**src/rtl/mmio_io_ctrl_if.sv**
```systemverilog
// rtl/mmio_io_ctrl_if.sv - processor/RAM data-bus bundle for the MMIO I/O controller
//
// Purpose: groups the processor data-port signals seen by the I/O block.
// Ports (signals):
//   addr   - processor data word address
//   wren   - processor store strobe
//   wdata  - processor store data
//   mem_q  - RAM read data, passed through when the address is not an I/O register
//   q_out  - read data returned to the processor
//   io_hit - address falls in the I/O register window
interface mmio_io_ctrl_if;
    logic [31:0] addr;
    logic        wren;
    logic [31:0] wdata;
    logic [31:0] mem_q;
    logic [31:0] q_out;
    logic        io_hit;

    modport master (output addr, wren, wdata, mem_q, input q_out, io_hit);
    modport slave  (input addr, wren, wdata, mem_q, output q_out, io_hit);
endinterface

```
**src/rtl/mmio_io_ctrl.sv**
```systemverilog
// rtl/mmio_io_ctrl.sv - memory-mapped switch/button/LED controller with debounce and press counting
//
// Purpose: five-word I/O register window at BASE_ADDR:
//   +0 SW (RO), +1 LED (RW), +2 BTN_LEVEL (RO), +3 BTN_EVENT (W1C), +4 PRESS_COUNT (RO, write clears).
// Ports:
//   clock  - rising-edge clock
//   reset  - asynchronous active-low reset
//   bus    - processor data port (addr/wren/wdata/mem_q in, q_out/io_hit out)
//   sw     - asynchronous switch inputs
//   btn    - asynchronous push-button inputs
//   led    - registered LED drive
module mmio_io_ctrl #(
    parameter int unsigned BASE_ADDR       = 4096,
    parameter int unsigned SW_WIDTH        = 16,
    parameter int unsigned BTN_COUNT       = 4,
    parameter int unsigned LED_WIDTH       = 16,
    parameter int unsigned DEBOUNCE_CYCLES = 400000
) (
    input  logic                 clock,
    input  logic                 reset,
    mmio_io_ctrl_if.slave        bus,
    input  logic [SW_WIDTH-1:0]  sw,
    input  logic [BTN_COUNT-1:0] btn,
    output logic [LED_WIDTH-1:0] led
);
    localparam int unsigned      CNT_W    = $clog2(DEBOUNCE_CYCLES + 1);
    localparam logic [CNT_W-1:0] CNT_LAST = CNT_W'(DEBOUNCE_CYCLES - 1);
    localparam logic [31:0]      BASE     = 32'(BASE_ADDR);

    // Two-flop synchronisers
    logic [SW_WIDTH-1:0]  sw_s1_q, sw_s2_q;
    logic [BTN_COUNT-1:0] btn_s1_q, btn_s2_q;

    // Debouncer state
    logic [CNT_W-1:0]     db_cnt_q [BTN_COUNT];
    logic [CNT_W-1:0]     db_cnt_d [BTN_COUNT];
    logic [BTN_COUNT-1:0] db_lvl_q, db_lvl_d;
    logic [BTN_COUNT-1:0] press;
    logic [4:0]           n_press;

    // Register state
    logic [LED_WIDTH-1:0] led_q, led_d;
    logic [BTN_COUNT-1:0] ev_q, ev_d;
    logic [15:0]          pc_q, pc_d;

    // Address decode
    logic [31:0] offset;
    logic        hit;
    logic        wr_led, wr_ev, wr_pc;
    logic [BTN_COUNT-1:0] ev_clr;
    logic [16:0] pc_sum;
    logic [31:0] rd;
    logic        unused_wdata;

    assign offset = bus.addr - BASE;
    // The lower-bound test keeps addresses below BASE (which wrap to huge offsets) out of the window.
    assign hit    = (bus.addr >= BASE) && (offset <= 32'd4);

    assign wr_led = bus.wren && hit && (offset[2:0] == 3'd1);
    assign wr_ev  = bus.wren && hit && (offset[2:0] == 3'd3);
    assign wr_pc  = bus.wren && hit && (offset[2:0] == 3'd4);

    assign unused_wdata = ^bus.wdata;

    // Debounce: a level flips only after the synchronised input has disagreed with it
    // for DEBOUNCE_CYCLES consecutive cycles; any agreement restarts the count.
    always_comb begin
        db_lvl_d = db_lvl_q;
        press    = '0;
        n_press  = '0;
        for (int i = 0; i < int'(BTN_COUNT); i++) begin
            db_cnt_d[i] = '0;
            if (btn_s2_q[i] != db_lvl_q[i]) begin
                if (db_cnt_q[i] == CNT_LAST) begin
                    db_lvl_d[i] = ~db_lvl_q[i];
                    press[i]    = ~db_lvl_q[i];
                end else begin
                    db_cnt_d[i] = db_cnt_q[i] + CNT_W'(1);
                end
            end
            n_press = n_press + 5'(press[i]);
        end
    end

    always_comb begin
        led_d  = wr_led ? bus.wdata[LED_WIDTH-1:0] : led_q;
        ev_clr = wr_ev ? bus.wdata[BTN_COUNT-1:0] : '0;
        // Set after clear so a press on the same edge as a clearing write survives.
        ev_d   = (ev_q & ~ev_clr) | press;
        pc_sum = {1'b0, pc_q} + 17'(n_press);
        if (wr_pc) begin
            pc_d = '0;
        end else if (pc_sum[16]) begin
            pc_d = 16'hFFFF;
        end else begin
            pc_d = pc_sum[15:0];
        end
    end

    always_ff @(posedge clock or negedge reset) begin
        if (!reset) begin
            sw_s1_q  <= '0;
            sw_s2_q  <= '0;
            btn_s1_q <= '0;
            btn_s2_q <= '0;
            db_cnt_q <= '{default: '0};
            db_lvl_q <= '0;
            led_q    <= '0;
            ev_q     <= '0;
            pc_q     <= '0;
        end else begin
            sw_s1_q  <= sw;
            sw_s2_q  <= sw_s1_q;
            btn_s1_q <= btn;
            btn_s2_q <= btn_s1_q;
            db_cnt_q <= db_cnt_d;
            db_lvl_q <= db_lvl_d;
            led_q    <= led_d;
            ev_q     <= ev_d;
            pc_q     <= pc_d;
        end
    end

    // Read mux is purely combinational and side-effect free.
    always_comb begin
        rd = '0;
        case (offset[2:0])
            3'd0:    rd[SW_WIDTH-1:0]  = sw_s2_q;
            3'd1:    rd[LED_WIDTH-1:0] = led_q;
            3'd2:    rd[BTN_COUNT-1:0] = db_lvl_q;
            3'd3:    rd[BTN_COUNT-1:0] = ev_q;
            3'd4:    rd[15:0]          = pc_q;
            default: rd = '0;
        endcase
    end

    assign bus.q_out  = hit ? rd : bus.mem_q;
    assign bus.io_hit = hit;
    assign led        = led_q;
endmodule
```
**src/flat_wrapper.sv**
```systemverilog
// flat-port wrapper written by rule: the top's interface ports become plain ports
module mmio_io_ctrl_flat 
#(
    parameter int unsigned BASE_ADDR       = 4096,
    parameter int unsigned SW_WIDTH        = 16,
    parameter int unsigned BTN_COUNT       = 4,
    parameter int unsigned LED_WIDTH       = 16,
    parameter int unsigned DEBOUNCE_CYCLES = 400000
)
  (clock, reset, sw, btn, led, bus_addr, bus_wren, bus_wdata, bus_mem_q, bus_q_out, bus_io_hit);
  mmio_io_ctrl_if bus_i ();
  input  logic clock;
  input  logic reset;
  input  logic [SW_WIDTH-1:0] sw;
  input  logic [BTN_COUNT-1:0] btn;
  output logic [LED_WIDTH-1:0] led;
  input wire logic [$bits(bus_i.addr)-1:0] bus_addr;
  input wire logic [$bits(bus_i.wren)-1:0] bus_wren;
  input wire logic [$bits(bus_i.wdata)-1:0] bus_wdata;
  input wire logic [$bits(bus_i.mem_q)-1:0] bus_mem_q;
  output wire logic [$bits(bus_i.q_out)-1:0] bus_q_out;
  output wire logic [$bits(bus_i.io_hit)-1:0] bus_io_hit;
  assign bus_i.addr = bus_addr;
  assign bus_i.wren = bus_wren;
  assign bus_i.wdata = bus_wdata;
  assign bus_i.mem_q = bus_mem_q;
  assign bus_q_out = bus_i.q_out;
  assign bus_io_hit = bus_i.io_hit;
  mmio_io_ctrl #(.BASE_ADDR(BASE_ADDR), .SW_WIDTH(SW_WIDTH), .BTN_COUNT(BTN_COUNT), .LED_WIDTH(LED_WIDTH), .DEBOUNCE_CYCLES(DEBOUNCE_CYCLES)) u_core (.clock(clock), .reset(reset), .bus(bus_i), .sw(sw), .btn(btn), .led(led));
endmodule
```
**config.mk**
```make
export PLATFORM = sky130hd
export DESIGN_NAME = mmio_io_ctrl_flat
export DESIGN_NICKNAME = d
export VERILOG_FILES = /design/src/rtl/mmio_io_ctrl_if.sv /design/src/rtl/mmio_io_ctrl.sv /design/src/flat_wrapper.sv
export SDC_FILE = /design/constraint.sdc
export NUM_CORES = 1
export LEC_CHECK = 0
export CAP_MARGIN = 15
export CORE_AREA = 2 2 165 167
export CTS_BUF_LIST = sky130_fd_sc_hd__clkbuf_4 sky130_fd_sc_hd__clkbuf_8
export CTS_CLUSTER_SIZE = 28
export DETAILED_ROUTE_END_ITERATION = 12
export DIE_AREA = 0 0 167 169
export GPL_TIMING_DRIVEN = 0
export SYNTH_ARGS = -nofsm -noshare
export SYNTH_HDL_FRONTEND = slang
export SYNTH_SLANG_ARGS = --single-unit
```
**constraint.sdc**
```tcl
create_clock -name clock -period 3.8 [get_ports clock]
set_input_delay 0.76 -clock clock [delete_from_list [all_inputs] [get_ports clock]]
set_output_delay 0.76 -clock clock [all_outputs]
set_load 0.01 [all_outputs]
```
==> flow_summary.toml <==
[sta]
hold_violations = 0
drv_slew = 0
holdWs_ns = 0.2330
fmax_mhz = 265.7
rsz0062_at_grt = "yes"
tns_ns = 0
fin_crit_sh_pct = 99.06
fin_crit_ns = 3.764
clock_skew_ns = 0.01477
tightest_slew_ns = 0.7264
setup_viol = 0
slew_headroom_pct = 51.57

[floorplan]
rows = 60
fp.dieW_um = 167
die_area_mm2 = 0.02822
chipHeight_um = 169
io_pins = 168
initial_core_util_pct = 29.39
core_mm2 = 0.02650

[power_and_ir_drop]
finalPower_w = 0.003285
p_clk_share_pct = 38.0
vdd_ir_drop_max_mv = 0.1579
switching_share_pct = 23.67
internal_power_w = 0.002508
power_leakage_nw = 4.531
p_switching_w = 0.0007775
p_seq_share_pct = 52.0
power_density_mw_per_mm2 = 310.5
p_comb_share_pct = 10.0

[logic_synthesis]
synth.distinct_cells = 56
yosys.area_share.simple_pct = 21.82
synth-compound-area-share_pct = 5.913
ys_top_cells_by_count = "dfrtp_1 (156), nor2_1 (129), xnor2_1 (43), nand3_1 (37), xor2_1 (37)"
synth_area_leaders = "dfrtp_1 (50%), nor2_1 (6.2%), xnor2_1 (4.8%)"
yosys.area.top_type = "dfrtp_1"
synth-edff-count = 0
synthArstFlopShare_pct = 100.0
synthDominantCellAreaShare_pct = 50.13
synth_top_family_by_area = "simple AND/OR/NAND/NOR gates"
syn_area_mm2 = 0.007787
synth_area_per_cell_um2 = 10.52
synth_xor_area_share_pct = 8.997
synth_nets = 870
yosys_warnings = 0
synth_ff_type = "dfrtp_1"
synthAdderAreaFrac_pct = 1.960
ys_ff_latch = 156
yosysSeqAreaShare_pct = 50.13
syn_inst = 740
synthMuxAreaShare_pct = 8.307
post-synth-top-count-cell = "dfrtp_1"

[final_layout]
synthToLayoutAreaGrowth_pct = 35.86
seqCellArea_mm2 = 0.003905
nFillCells = 2569
stdcell_area_mm2 = 0.01058
finalNetCount = 1062
final_cell_count_no_fill = 1284
multiInputGateArea_mm2 = 0.003880
drive_above_1_share_pct = 18.66
insertedDiodeCount = 0

[detailed_routing]
dr.pass1.iters = 4
viasPerCell = 4.699
dr.first_iter.drc_count = 273
routed_wl_um = 19510
vias = 6033
remaining_drc_errors = 0
ant_nets = 0
avgRoutedWirePerCell_um = 15.19

[clock_network]
cts_root_buf = "clkbuf_8"
clock_sinks = 156
cts_tree = "done"
cts_buffers = 17
clock_latency_ns = 0.45
path_clk_slew_ns = 0.09
htreeDepth = 4
cts.path.max_buffers = 2

[placement]
dpl_cell_area_mm2 = 0.009752
portBuffers = 150
dp_hpwl_um = 14020
dp.cells = 1232
gp_congestion = 0.8059

[global_route]
grt_util_all_layers_pct = 13.99
grt_max_degree = 102
grt_pass1_wl_um = 31840
grt.overflow.total = 0
grt_pass1_vias = 6075
antenna_found_initial = 0

[worst_setup_path]
cp.arrival_ns = 4.09
r2r-start = "u_core.db_cnt_q[57]"
start_kind = "register"
r2r_end = "u_core.pc_q[10]"
crit_path_end_kind = "register"
crit_fanout = 3
worstPathRequired_ns = 4.13
critPathKind = "reg -> reg"
reg2regPathDepth = 18
r2r_slack_ns = 0.04

[job]
cap_violations = 0

[status]
run_status = "completed"

[min_path]
hold_path_class = "in -> async"
## routing by layer
layer / vias up / share of wire (%) / GRT usage (%)
met1: 2918 / 46 / 18.73
met3: 16 / 5.0 / 2.806
li1: 2954 / - / -
met4: 0 / 1.4 / 3.898
met2: 145 / 47 / 23.10
met5: - / 0 / 0
## cell type report
type	instances	area share, %
clock buffer	18	2.282
inverter	21	0.7450
timing repair buffer	175	16.17
multi-input combinational	536	36.67
sequential	156	36.91
buffer	25	1.774
tap	341	4.033
clock inverter	12	1.419
## power groups by stage
stage | clock network (W) | logic (W) | registers, W
after floorplan | 0 | 0.000110 | 0.00174
after global placement | 0 | 0.000323 | 0.00174
after detailed placement | 0 | 0.000329 | 0.00174
after CTS | 0.00130 | 0.000323 | 0.00171
after global routing | 0.00137 | 0.000360 | 0.00171
final | 0.00125 | 0.000328 | 0.00171
## worst max-delay path by stage
stage | startpoint | cells after the start | endpoint | slack (ns)
after global routing | u_core.db_cnt_q[57] | 18 | u_core.pc_q[10] | -0.15
after detailed placement | bus_addr[12] | 9 | bus_q_out[7] | -0.93
after CTS | u_core.db_cnt_q[57] | 19 | u_core.pc_q[10] | -0.01
final | u_core.db_cnt_q[57] | 18 | u_core.pc_q[10] | 0.04
after floorplan | u_core.db_cnt_q[57] | 18 | u_core.pc_q[1] | 0.0005
after global placement | reset | 1 | u_core.led[8] | -4.58
## cell families after synthesis
group | count (synthesis)
and+or+nand+nor | 327
DFF | 156
xor gates and xnor gates | 80
AOI/OAI and AO/OA | 62
muxes | 56
buffers and inverters | 48
adders and majority gates | 11
## metrics by stage
step	util (%)	worst slack, ns
after CTS	39.13	-0.01144
after floorplan	-	0.0004936
after global routing	39.92	-0.1504
after detailed placement	36.80	-0.9294
final	39.92	0.03585
after global placement	36.68	-4.579
## timing repair
action | 4_1_cts | 5_1_grt
gates resized for setup | 154 | 47
gates cloned | 2 | 0
buffers inserted | 19 | 5
pin swaps | 16 | 15
hold buffers | 0 | 0
endpoints found under the hold margin | 0 | 0
setup endpoints to repair | 49 | 49
## worst max-delay path, stage by stage, from the launching register on
cell and delay [ns]:
dfrtp_1 0.40, ha_2 0.19, and3_4 0.17, nand4_1 0.10
and4b_1 0.23, and3b_2 0.24, ha_4 0.27, inv_2 0.03
fa_1 0.46, inv_1 0.08, ha_2 0.18, inv_2 0.04
fa_2 0.38, nor2b_4 0.16, buf_6 0.12, o211a_1 0.17
and3_4 0.19, mux2i_1 0.18, nor2_1 0.06
## cells in the final DEF (no fill, tap or decap), drive strengths merged, types with 20 or more instances in the layout
cell type        n
a21oi           26
buf             53
clkbuf          32
clkdlybuf4s50   90
dfrtp          156
dlygate4sd2     35
inv             21
mux2            39
nand2           25
nand3           38
nand4           20
nor2           129
nor2b           25
xnor2           43
xor2            37
## state kept, by name (all words and copies together), names as in the netlist
register         cells
u_core.db_lvl_q      4
u_core.pc_q         16
u_core.ev_q          4
u_core.btn_s1_q      4
u_core.sw_s2_q      16
u_core.btn_s2_q      4
u_core.sw_s1_q      16
u_core.led          16
u_core.db_cnt_q     76
(Power assumes the default switching activity.)
